===== config.mk =====
export PLATFORM = sky130hd
export DESIGN_NAME = reg_bank_init_flat
export DESIGN_NICKNAME = d
export VERILOG_FILES = /design/src/rtl/reg_bank_init_if.sv /design/src/rtl/reg_bank_init.sv /design/src/flat_wrapper.sv
export SDC_FILE = /design/constraint.sdc
export NUM_CORES = 1
export LEC_CHECK = 0
export ABC_AREA = 1
export BUFFER_PORTS_ARGS = -buffer_cell sky130_fd_sc_hd__clkbuf_2
export CORE_MARGIN = 3
export CORE_UTILIZATION = 34
export CTS_BUF_LIST = sky130_fd_sc_hd__clkbuf_8
export DETAILED_ROUTE_END_ITERATION = 10
export GPL_TIMING_DRIVEN = 0
export SLEW_MARGIN = 20
export SYNTH_ARGS = -nofsm -noshare
export SYNTH_HDL_FRONTEND = slang
export SYNTH_SLANG_ARGS = --single-unit

===== constraint.sdc =====
create_clock -name Clk -period 15.82 [get_ports Clk]
set_input_delay 1.582 -clock Clk [delete_from_list [all_inputs] [get_ports Clk]]
set_output_delay 1.582 -clock Clk [all_outputs]
set_load 0.05 [all_outputs]

===== src/rtl/reg_bank_init_if.sv =====
// Register-bank access bundle: write port, two read ports and sweep status.
interface reg_bank_init_if #(
  parameter int WIDTH  = 32,
  parameter int ADDR_W = 3
);
  logic              Init;
  logic              Ld;
  logic [ADDR_W-1:0] WAddr;
  logic [WIDTH-1:0]  Data;
  logic [ADDR_W-1:0] RAddrA;
  logic [ADDR_W-1:0] RAddrB;
  logic [WIDTH-1:0]  WA;
  logic [WIDTH-1:0]  WB;
  logic              Busy;
  logic              Done;

  modport master (
    output Init, Ld, WAddr, Data, RAddrA, RAddrB,
    input  WA, WB, Busy, Done
  );

  modport slave (
    input  Init, Ld, WAddr, Data, RAddrA, RAddrB,
    output WA, WB, Busy, Done
  );
endinterface


===== src/rtl/reg_bank_init.sv =====
// Register bank with two combinational read ports and a sequential clear sweep.
// Optional macro REG_BANK_INIT_BYPASS_EN forwards an accepted write to matching read ports.
module reg_bank_init #(
  parameter int WIDTH  = 32,
  parameter int DEPTH  = 8,
  parameter int ADDR_W = 3
) (
  input logic             Clk,
  input logic             Rst,
  reg_bank_init_if.slave  bus
);

  localparam logic [0:0] IDLE  = 1'b0;
  localparam logic [0:0] CLEAR = 1'b1;

  localparam logic [ADDR_W:0]   DEPTH_C = (ADDR_W + 1)'(DEPTH);
  localparam logic [ADDR_W-1:0] LAST    = ADDR_W'(DEPTH - 1);

  logic [0:0]        state;
  logic [ADDR_W-1:0] ptr;
  logic [WIDTH-1:0]  mem [DEPTH];
  logic              wr_acc;
  logic [WIDTH-1:0]  rd_a;
  logic [WIDTH-1:0]  rd_b;

  // Init beats Ld, and nothing is written while a sweep runs.
  assign wr_acc = (state == IDLE) && bus.Ld && !bus.Init &&
                  ({1'b0, bus.WAddr} < DEPTH_C);

  assign bus.Busy = (state == CLEAR);
  assign bus.Done = (state == CLEAR) && (ptr == LAST);

  always_ff @(posedge Clk or posedge Rst) begin
    if (Rst) begin
      state <= IDLE;
      ptr   <= '0;
      for (int i = 0; i < DEPTH; i++) mem[i] <= '0;
    end else begin
      for (int i = 0; i < DEPTH; i++) begin
        if (wr_acc && (bus.WAddr == ADDR_W'(i)))
          mem[i] <= bus.Data;
        else if ((state == CLEAR) && (ptr == ADDR_W'(i)))
          mem[i] <= '0;
      end
      case (state)
        IDLE: begin
          if (bus.Init) begin
            state <= CLEAR;
            ptr   <= '0;
          end
        end
        default: begin
          if (bus.Init) begin
            ptr <= '0;
          end else if (ptr == LAST) begin
            state <= IDLE;
            ptr   <= '0;
          end else begin
            ptr <= ptr + 1'b1;
          end
        end
      endcase
    end
  end

  // Out-of-range addresses match no entry and read back zero.
  always_comb begin
    rd_a = '0;
    rd_b = '0;
    for (int i = 0; i < DEPTH; i++) begin
      if (bus.RAddrA == ADDR_W'(i)) rd_a = mem[i];
      if (bus.RAddrB == ADDR_W'(i)) rd_b = mem[i];
    end
  end

`ifdef REG_BANK_INIT_BYPASS_EN
  assign bus.WA = (wr_acc && (bus.RAddrA == bus.WAddr)) ? bus.Data : rd_a;
  assign bus.WB = (wr_acc && (bus.RAddrB == bus.WAddr)) ? bus.Data : rd_b;
`else
  assign bus.WA = rd_a;
  assign bus.WB = rd_b;
`endif

endmodule


===== src/flat_wrapper.sv =====
// flat-port wrapper written by rule: the top's interface ports become plain ports
module reg_bank_init_flat 
#(
  parameter int WIDTH  = 32,
  parameter int DEPTH  = 8,
  parameter int ADDR_W = 3
)
  (Clk, Rst, bus_Init, bus_Ld, bus_WAddr, bus_Data, bus_RAddrA, bus_RAddrB, bus_WA, bus_WB, bus_Busy, bus_Done);
  reg_bank_init_if #(.WIDTH(WIDTH), .ADDR_W(ADDR_W)) bus_i ();
  input logic Clk;
  input logic Rst;
  input wire logic [$bits(bus_i.Init)-1:0] bus_Init;
  input wire logic [$bits(bus_i.Ld)-1:0] bus_Ld;
  input wire logic [$bits(bus_i.WAddr)-1:0] bus_WAddr;
  input wire logic [$bits(bus_i.Data)-1:0] bus_Data;
  input wire logic [$bits(bus_i.RAddrA)-1:0] bus_RAddrA;
  input wire logic [$bits(bus_i.RAddrB)-1:0] bus_RAddrB;
  output wire logic [$bits(bus_i.WA)-1:0] bus_WA;
  output wire logic [$bits(bus_i.WB)-1:0] bus_WB;
  output wire logic [$bits(bus_i.Busy)-1:0] bus_Busy;
  output wire logic [$bits(bus_i.Done)-1:0] bus_Done;
  assign bus_i.Init = bus_Init;
  assign bus_i.Ld = bus_Ld;
  assign bus_i.WAddr = bus_WAddr;
  assign bus_i.Data = bus_Data;
  assign bus_i.RAddrA = bus_RAddrA;
  assign bus_i.RAddrB = bus_RAddrB;
  assign bus_WA = bus_i.WA;
  assign bus_WB = bus_i.WB;
  assign bus_Busy = bus_i.Busy;
  assign bus_Done = bus_i.Done;
  reg_bank_init #(.WIDTH(WIDTH), .DEPTH(DEPTH), .ADDR_W(ADDR_W)) u_core (.Clk(Clk), .Rst(Rst), .bus(bus_i));
endmodule

==> results.cfg <==
[clocking]
cts_tree = done
ctsRootBufferMaster = clkbuf_8
cts_buffer_depth = 3
cts_sinks = 260
cts-hold-fix-buffers = 0
clock_latency_ps = 630
cts_made_buffers = 48
cts_htree_levels = 2
cts_resized = 0
clk_pin_slew_worst_paths_ps = 50
postCtsSetupRepairBufs = 0

[sta]
maxSlewHeadroom_pct = 18.8
tns_ps = 0
finalHoldViolCount = 0
final_max_slew_viol_count = 0
period_needed_ps = 5630
rsz0062_at_grt = no
setup_violations = 0
worst_slew_pin_slew_ps = 1220
clock_skew_ps = 19.3
fin_crit_sh_pct = 35.6
clock.fmax_mhz = 177

[power_and_ir_drop]
total_power_mw = 1.50
pwr-share-seq_pct = 45.0
power_density_mw_per_mm2 = 90.9
peakVddDrop_mv = 0.0684
sw_frac_of_total_pct = 28.9
clkPwrFrac_pct = 45.5
p_sw_mw = 0.432
p_comb_share_pct = 9.5
internal-power_mw = 1.06
leakage_nw = 7.16

[floorplanning]
start_util_pct = 34.6
core-area_mm2 = 0.0410
io_pins = 111
row_count = 74
die_h_um = 210
die_w_um = 210
die_area_mm2 = 0.0443

[synthesis]
synth-seq-cells = 260
synth-seq-area-share_pct = 45.8
yosys-top-cells-count = 320 x nand4_1, 294 x nand3_1, 260 x dfrtp_1
yosysTopAreaCell = dfrtp_1
synth_top_area_share_pct = 45.8
synth.avg_cell_area_um2 = 8.16
ys.flop_type = dfrtp_1
synth_area_leaders = dfrtp_1 46%, nand4_1 14%, nand3_1 10%, nand2_1 5.3%, o21ai_0 3.5%
synth.most_common_cell = nand4_1
synth_cell_types = 28
syn-num-nets = 1791
netlist_instances = 1740
synth.cell_area_mm2 = 0.0142
async_flop_share_pct = 100
synth-edff-count = 0
yosysWarnings = 0

[finish]
final_cell_count_no_fill = 2465
diodes = 0
fin_nets = 1952
layout-drive-gt1-share_pct = 17.2
area_growth_pct = 15.9
final_util_pct = 40.1
fillerInstances = 4243

[drt]
remaining_drc_errors = 0
vias = 15300
drt_pass1_iterations = 7
wl_um = 61700
viasPerCell = 6.19
drt_iter0_drc = 2201
wl_per_cell_um = 25.0
drtAntennaViolNets = 0

[placement]
place_inst = 2383
dp_hpwl_um = 42400
portBuffers = 109
gp_congestion = 0.961

[status]
status = completed

[worst_setup_path]
cpPeakStageDelay_ps = 960
required_ps = 14240
path_class = in -> out
startpoint_type = input port
critPathSlowestCell = clkbuf_1
crit_path_end_kind = primary output
crit_arrival_ps = 4050
cp_cell_sequence = clkbuf_2 -> inv_2 -> nor3_2 -> clkbuf_1 -> nand2_1 -> nand4_1 -> clkbuf_2
cp_max_fo = 10
cpMostUsedCell = clkbuf_2

[run]
drv_cap = 0

[grt]
track_usage_pct = 27.3
grt-ovfl-total = 0
grt_max_degree = 94
antenna_found_initial = 0
grt_pass1_wl_um = 92700
grt_pass1_vias = 14800

[hold_path]
min-delay-path-class = reg -> reg
-- worst paths after layout --
| path | from | to | slack (ps) | cells after the start |
|---|---|---|---|---|
| worst max-delay path | bus_RAddrA[1] | bus_WA[31] | 10190 | 7 |
| worst min-delay path | u_core.mem[107] | u_core.mem[107] | 530 | 2 |
| worst min register to register | u_core.mem[107] | u_core.mem[107] | 530 | 2 |
| worst max register to register | u_core.ptr[0] | u_core.mem[14] | 13590 | 6 |
| min in group asynchronous | Rst | u_core.bus.Busy | 1030 | 2 |
| max in group asynchronous | Rst | u_core.mem[114] | 13470 | 4 |
-- power by group through the flow --
| stage | logic [mW] | clock network [mW] | registers [mW] |
|---|---|---|---|
| global placement | 0.135 | 0 | 0.685 |
| finish | 0.143 | 0.680 | 0.673 |
| global route | 0.150 | 0.719 | 0.673 |
| CTS | 0.138 | 0.689 | 0.673 |
| detailed placement | 0.138 | 0 | 0.684 |
| floorplan | 0.0748 | 0 | 0.684 |
-- logic make-up (layout without fill, tap and decap cells) --
group                      Yosys count  in the layout  synth area share (%)
and+or+nand+nor                    963            963                  35.0
DFF                                260            260                  45.8
buffers and inverters              251            444                  8.24
AOI/OAI and AO/OA                  260            260                  10.4
adders and majority gates            6              6                 0.528
-- per-stage QoR --
stage / instance area, um^2 / worst slack, ps / hold slack (ps)
after floorplan: 14200 / 7080 / 500
after global placement: 15400 / 3850 / 513
after detailed placement: 15500 / 10290 / 521
after CTS: 16500 / 10290 / 533
after global routing: 16500 / 10150 / 556
final: 16500 / 10190 / 533
-- per-layer routing --
layer	global-route usage, %	vias up	wire (um)
met5	0	-	0
met4	10.9	0	2490
met3	8.54	228	6740
met2	42.1	970	27500
met1	36.0	7454	25000
li1	-	6616	-
-- cell usage in the layout, fill, tap and decap left out --
cell type	count
a211oi_1	1
a21oi_1	1
buf_1	13
buf_16	2
buf_2	60
buf_4	3
buf_6	18
bufinv_16	2
clkbuf_1	69
clkbuf_2	115
clkbuf_8	60
clkinv_2	5
clkinvlp_4	2
dfrtp_1	260
ha_1	6
inv_1	83
inv_2	10
inv_6	1
inv_8	1
nand2_1	200
nand2_2	1
nand2_4	1
nand3_1	294
nand3_4	4
nand4_1	320
nand4_4	4
nor2_1	131
nor2_8	1
nor3_2	6
o21ai_0	100
o21ai_1	90
o21ai_2	35
o22ai_1	32
o32ai_1	1
or2_2	1
-- critical path, delay by kind of cell --
family / cells / cell delay (ps)
buf+inv: 4 / 1560
simple gates: 3 / 890
-- final cells by class --
| cell class | instances | area (um^2) | share of cell area [%] |
|---|---|---|---|
| plain buffers | 169 | 863 | 5.25 |
| well taps | 532 | 666 | 4.04 |
| repair buffers | 111 | 601 | 3.65 |
| multi-input cells | 1229 | 6530 | 39.7 |
| clock buffers | 60 | 826 | 5.02 |
| flip-flops and latches | 260 | 6510 | 39.5 |
| clock inverters | 22 | 154 | 0.935 |
| inverters | 82 | 315 | 1.92 |
-- state kept, by name, indices dropped and copies added, names as in the netlist --
name and cells:
u_core.bus.Busy 1, u_core.ptr 3, u_core.mem 256
(Power assumes the default switching activity.)
